--- src/rtl/class_score_packer_pkg.sv ---
// Shared definitions for the classifier output path: state encoding and the
// shift-and-saturate requantizer used by every layer-output requantizer.
package class_score_packer_pkg;

    localparam logic COLLECT_ENC = 1'b0;
    localparam logic HOLD_ENC    = 1'b1;

    typedef enum logic {
        COLLECT = COLLECT_ENC,
        HOLD    = HOLD_ENC
    } state_e;

    // Working width of the requantizer; callers sign-extend into it and
    // truncate the result to their own output width.
    localparam int REQ_W = 64;

    function automatic logic [REQ_W-1:0] requant(
        input logic signed [REQ_W-1:0] acc,
        input int                      shift,
        input int                      bw
    );
        logic signed [REQ_W-1:0] q;
        logic signed [REQ_W-1:0] qmax;
        logic        [REQ_W-1:0] res;
        q    = acc >>> shift;
        qmax = $signed((REQ_W'(1) << bw) - REQ_W'(1));
        if (q < 0) begin
            res = '0;
        end else if (q > qmax) begin
            res = $unsigned(qmax);
        end else begin
            res = $unsigned(q);
        end
        return res;
    endfunction

endpackage

--- src/rtl/class_score_packer_score_requant.sv ---
// Combinational requantizer: arithmetic right shift of a signed accumulator
// score followed by saturation to an unsigned BITWIDTH value.
module score_requant
    import class_score_packer_pkg::*;
#(
    parameter int ACC_WIDTH = 16,
    parameter int BITWIDTH  = 8,
    parameter int SHIFT     = 4
) (
    input  logic [ACC_WIDTH-1:0] acc_i,
    output logic [BITWIDTH-1:0]  q_o
);

    logic signed [REQ_W-1:0] acc_ext;

    assign acc_ext = {{(REQ_W-ACC_WIDTH){acc_i[ACC_WIDTH-1]}}, acc_i};
    assign q_o     = BITWIDTH'(requant(acc_ext, SHIFT, BITWIDTH));

endmodule

--- src/rtl/class_score_packer.sv ---
// Collects CLASSES requantized scores into one vector and holds it for the
// softmax/argmax stage until that stage reports completion.
module class_score_packer
    import class_score_packer_pkg::*;
#(
    parameter int BITWIDTH  = 8,
    parameter int CLASSES   = 10,
    parameter int ACC_WIDTH = 16,
    parameter int SHIFT     = 4,
    parameter int CNT_WIDTH = 4
) (
    input  logic                         clk,
    input  logic                         rst,
    input  logic                         in_valid,
    output logic                         in_ready,
    input  logic [ACC_WIDTH-1:0]         in_data,
    input  logic                         in_last,
    output logic                         out_valid,
    output logic [BITWIDTH*CLASSES-1:0]  out_data,
    input  logic                         done_i,
    output logic                         err_o
);

    localparam int                   VEC_W     = BITWIDTH * CLASSES;
    localparam logic [CNT_WIDTH-1:0] LAST_BEAT = CNT_WIDTH'(CLASSES - 1);

    state_e               state_q, state_d;
    logic [CNT_WIDTH-1:0] cnt_q, cnt_d;
    logic [VEC_W-1:0]     data_q, data_d;
    logic                 err_q, err_d;
    logic                 live_q;
    logic [BITWIDTH-1:0]  score;
    logic                 accept;

    score_requant #(
        .ACC_WIDTH (ACC_WIDTH),
        .BITWIDTH  (BITWIDTH),
        .SHIFT     (SHIFT)
    ) u_requant (
        .acc_i (in_data),
        .q_o   (score)
    );

    // live_q keeps in_ready low until the first clock after reset release.
    assign in_ready  = live_q && (state_q == COLLECT);
    assign accept    = in_valid && in_ready;
    assign out_valid = (state_q == HOLD);
    assign out_data  = data_q;
    assign err_o     = err_q;

    always_comb begin
        state_d = state_q;
        cnt_d   = cnt_q;
        data_d  = data_q;
        err_d   = err_q;
        case (state_q)
            COLLECT: begin
                if (accept) begin
                    data_d[cnt_q*BITWIDTH +: BITWIDTH] = score;
                    if (cnt_q == LAST_BEAT) begin
                        // A full frame is held even when in_last is missing.
                        err_d   = err_q | ~in_last;
                        state_d = HOLD;
                        cnt_d   = '0;
                    end else if (in_last) begin
                        err_d  = 1'b1;
                        cnt_d  = '0;
                        data_d = '0;
                    end else begin
                        cnt_d = cnt_q + CNT_WIDTH'(1);
                    end
                end
            end
            HOLD: begin
                if (done_i) begin
                    state_d = COLLECT;
                    data_d  = '0;
                end
            end
            default: begin
                state_d = COLLECT;
            end
        endcase
    end

    always_ff @(posedge clk or posedge rst) begin
        if (rst) begin
            state_q <= COLLECT;
            cnt_q   <= '0;
            data_q  <= '0;
            err_q   <= 1'b0;
            live_q  <= 1'b0;
        end else begin
            state_q <= state_d;
            cnt_q   <= cnt_d;
            data_q  <= data_d;
            err_q   <= err_d;
            live_q  <= 1'b1;
        end
    end

endmodule
--- config.mk ---
export PLATFORM = sky130hd
export DESIGN_NAME = class_score_packer
export DESIGN_NICKNAME = d
export VERILOG_FILES = /design/src/rtl/class_score_packer_pkg.sv /design/src/rtl/class_score_packer_score_requant.sv /design/src/rtl/class_score_packer.sv
export SDC_FILE = /design/constraint.sdc
export NUM_CORES = 1
export LEC_CHECK = 0
export ABC_AREA = 1
export BUFFER_PORTS_ARGS = -buffer_cell sky130_fd_sc_hd__buf_4
export CORE_MARGIN = 1.5
export CORE_UTILIZATION = 24
export DETAILED_ROUTE_END_ITERATION = 10
export GPL_ROUTABILITY_DRIVEN = 0
export HOLD_SLACK_MARGIN = 0.05
export PLACE_DENSITY = 0.4
export SYNTH_ARGS = -nofsm -noshare
export SYNTH_HDL_FRONTEND = slang
export SYNTH_SLANG_ARGS = --single-unit
--- constraint.sdc ---
create_clock -name clk -period 5.2 [get_ports clk]
set_clock_uncertainty 0.2 [all_clocks]
set_input_delay 0.52 -clock clk [delete_from_list [all_inputs] [get_ports clk]]
set_output_delay 0.52 -clock clk [all_outputs]
set_load 0.01 [all_outputs]
* After elaboration in Yosys (flattened, before gate mapping) *
Cells that the tools add are included.

operators by class
  bitwise gates (word level) = 3
  mux-type cells = 16
  equal/unequal tests = 3
  reduce and logical (&&, ||, !) cells = 6
  $lt $le $gt $ge = 2
  $add $sub $neg = 2
  shifts and indexed selects = 2

operator list
  operator                   count
  $mux W80                   4
  $pmux W80 S2               1
  $bwmux W80                 1
  $shift A8 B34 Y80 const A  1
  $shiftx A8 B34 Y80         1
  $neg A7 Y34                1
  $mux W8                    2
  $gt A12 B9 Y1 const B      1
  $lt A12 B1 Y1 const B      1
  $mux W4                    2
  $mux W1                    5
  $add A4 B1 Y4 const B      1
  $eq A4 B4 Y1 const B       1
  $ne A2 B2 Y1 const B       2
  $reduce_and A2 Y1          2
  $reduce_and A3 Y1          1
  $logic_and A1 B1 Y1        2
  $not A1 Y1                 2
  $pmux W1 S2                1
  $reduce_bool A2 Y1         1
  $or A1 B1 Y1               1

word-level totals
  output and inout bits = 83
  register bits = 87
  bits of input ports = 21
  word-level logic and storage cells = 39

* Longest topological paths before layout *
  word-level depth = 9
  gate-level depth with buffers = 13
  mapped depth without buffers = 11

* By module *
A second synthesis with hierarchy kept.

unflattened totals
  cell total of the unflattened synthesis = 564
  area total of the unflattened synthesis = 4,561.9 um2

by module, submodules not included
  module              seq. area each (um2)  cells each  times used  area each (um2)
  class_score_packer  2,177.1               529         1           4,399.2
  score_requant       0.0                   35          1           162.7

* Worst setup path after synthesis *
OpenSTA, ideal clock, no wires.

  path kind = register to register
  start = register cnt_q[0]
  end = register data_q[72] (netlist: out_data[72])
  clock period less this slack = 2,307 ps
  stages on the path, launching flop included = 11
  required time = 4,869 ps
  library setup time = 131 ps
  path slack = 2,893 ps
  arrival time = 1,976 ps
  path through = dfrtp_1 > inv_1 > clkbuf_1 > ha_1 > inv_1 > nand2_1 > nand2_4 > inv_6 > nand3_2 > a21oi_4 > o22ai_1

between the ends
  longest elaborated chain between the ends = 7
  elaborated cells between the ends (all ways) = 9
  classes of those cells = add/sub: 1; eq/ne: 1; shift: 2; mux: 5

RTL lines
  what                                                     line                      RTL
  start: declaration                                       class_score_packer.sv:28  logic [CNT_WIDTH-1:0] cnt_q, cnt_d;
  start signal: assignment                                 class_score_packer.sv:95  cnt_q <= cnt_d;
  $neg A7 Y34                                              class_score_packer.sv:59  data_d[cnt_q*BITWIDTH +: BITWIDTH] = score;
  $shiftx A8 B34 Y80 or $shift A8 B34 Y80 (tied branches)  class_score_packer.sv:59
  $bwmux W80                                               class_score_packer.sv:59
  $mux W80                                                 class_score_packer.sv:65  end else if (in_last) begin
  $mux W80 *                                               class_score_packer.sv:60  if (cnt_q == LAST_BEAT) begin
  $mux W80 *                                               class_score_packer.sv:58  if (accept) begin
  $pmux W80 S2 *                                           class_score_packer.sv:56  case (state_q)
  end signal: assignment                                   class_score_packer.sv:96  data_q <= data_d;
  end: declaration                                         class_score_packer.sv:29  logic [VEC_W-1:0] data_q, data_d;

Mark *: on every way between the ends. The rest lies on a longest branch, timed or not. The select of a mux whose other input is x is not followed.
A chain may end at the register's enable or synchronous reset.

* Worst setup path after layout *
  start = register cnt_q[0]
  end = register data_q[19] (netlist: out_data[19])

The elaborated chain is that of the path after synthesis.

==> reports/metrics.yaml <==
h-tree-depth: 3
start_kind: "flop"
initial_core_util: 0.2478
crit_path_end_kind: "flop"
nNetsFinal: 675
clockBufferDepth: 2
multiInputGateArea_sq_um: 1813
place_ws_ns: 2.250
setup_viol: 0
leakagePower_nw: 2.872
hold_path_class: "input pin to async pin"
power_density_nw_per_um2: 335.2
clk_pin_slew_worst_paths_ns: 0.07
crit_type: "flop to flop"
drtPass1Iterations: 4
crit_fanout: 14
clk_latency_ns: 0.35
finalCritPeriodShare: 0.5685
cts_sinks: 87
nFillCells: 1938
finalHoldViolations: 0
status: "finished clean"
cts_tree: "done"
grt_max_degree: 45
place.detailed.hpwl_um: 10270
final_antenna_net_count: 0
maxCapViolCount: 0
arrival_ns: 3.02
rsz0062_at_grt: "no"
seqCellArea_sq_um: 2177
synth_cell_types: 30
port_buffers: 99
grt_pass1_wl_um: 22470
wl_per_cell_um: 15.62
num_vias: 3937
maxSlewViolCount: 0
rrSetupSlack_ns: 2.24
dieArea_sq_um: 19630
antenna_found_initial: 0
area_delta_synth_final_pct: 28.67
grt-ovfl-total: 0
tns_ns: 0
slew_headroom: 0.2419
die_h_um: 140.1
irDropWorstVdd_v: 0.0001628
synth_nets: 575
cts_buffers: 9
via_per_inst: 4.464
drcViolationCount: 0
grt_usage: 0.1484
reg2reg_to: "out_data[19]"
die_w_um: 140.1
required_ns: 5.26
num_antenna_cells: 0
syn-cell-area_sq_um: 4512
rr_worst_depth: 8
ys_seq_area_frac: 0.4825
ctsResizeCount: 0
drt-initial-drc-count: 227
layout-drive-gt1-share: 0.2358
cts-root-buf: "clkbuf_16"
postCtsSetupBuffers: 0
ys.warnings.count: 0
hold_buffers: 0
syn_inst: 548
io-pin-count: 104
grt_pass1_vias: 3994
synth_seq_cells: 87
setup_ws_ns: 2.244
tightest_slew_ns: 1.136
final_common_cell: "nand2_1"
core_sq_um: 18210
rows: 49
most-common-layout-cells: "nand2_1, inv_1, buf_4, dfrtp_1, nand3_1"
r2r-start: "cnt_q[0]"
syn_area_per_cell_sq_um: 8.233
routed_wl_um: 13780
fmax_mhz: 338.3
fin_crit_ns: 2.956
[synth_stat cells, drive strengths merged]
master	count	area share
a21oi	7	0.023
buf	10	0.019
clkbuf	1	0.00083
conb	1	0.00083
dfrtp	87	0.48
ha	6	0.017
inv	112	0.096
nand2	138	0.13
nand3	69	0.084
nand4	8	0.011
nor2	31	0.037
nor3	5	0.011
o21ai	31	0.034
o22ai	41	0.057
xor2	1	0.0019
[through the flow]
step / cells / utilization / cell area [sq um] / total power, mW / hold slack, ns
detailed placement: 866 / 0.2999 / 5461 / 1.206 / 0.2597
finish: 882 / 0.3188 / 5806 / 1.946 / 0.09792
global route: 882 / 0.3188 / 5806 / 2.062 / 0.1570
floorplan: 548 / - / 4512 / 1.075 / 0.2999
CTS: 882 / 0.3188 / 5806 / 1.976 / 0.1356
global placement: 866 / 0.2999 / 5461 / 1.205 / 0.2636
[power by group]
part,total (mW),internal [mW],switching (mW)
logic,0.462,0.127,0.335
clock network,0.758,0.471,0.287
registers,0.726,0.701,0.0248
[worst max-delay path by stage]
| stage | from | endpoint | slack (ns) | depth (start not counted) |
|---|---|---|---|---|
| after detailed placement | cnt_q[0] | out_data[19] | 2.25 | 8 |
| after global routing | cnt_q[0] | out_data[19] | 1.93 | 8 |
| after CTS | cnt_q[0] | out_data[19] | 2.23 | 8 |
| final | cnt_q[0] | out_data[19] | 2.24 | 8 |
| after global placement | cnt_q[0] | out_data[19] | 2.32 | 8 |
| after floorplan | rst | cnt_q[0] | 2.23 | 1 |
[worst max-delay path, cell delays in order, from the launching register on]
cell,delay [ns]
dfrtp_1,0.53
inv_1,0.28
ha_1,0.72
inv_1,0.29
nor2_1,0.22
nand2_1,0.08
inv_1,0.20
nand3_1,0.16
o22ai_1,0.19
[state kept, by name, indices dropped and copies added, names as in the netlist]
name and cells:
out_data 80, cnt_q 4, err_o 1, live_q 1
out_valid 1
[per-layer routing]
layer / wire length, um / global-route usage
met5: 0 / 0
met4: 282 / 0.06316
met3: 524 / 0.02359
met2: 6558 / 0.2349
met1: 6412 / 0.2016
[final cells by class]
| type | count | share of cell area |
|---|---|---|
| multi-input cells | 338 | 0.3123 |
| well taps | 229 | 0.04935 |
| clock inverters | 7 | 0.02047 |
| clock buffers | 9 | 0.03879 |
| repair buffers | 100 | 0.1293 |
| flip-flops and latches | 87 | 0.3750 |
| inverters | 112 | 0.07478 |
[cell families after synthesis]
family	after synthesis	share of synthesized area
simple gates	251	0.2684
buf+inv	123	0.1156
flops	87	0.4825
compound gates	79	0.1140
fa+ha+maj	6	0.01664
xor+xnor	1	0.001942
other cells	1	0.0008311
Note: power is estimated with default switching activity, not from simulation.
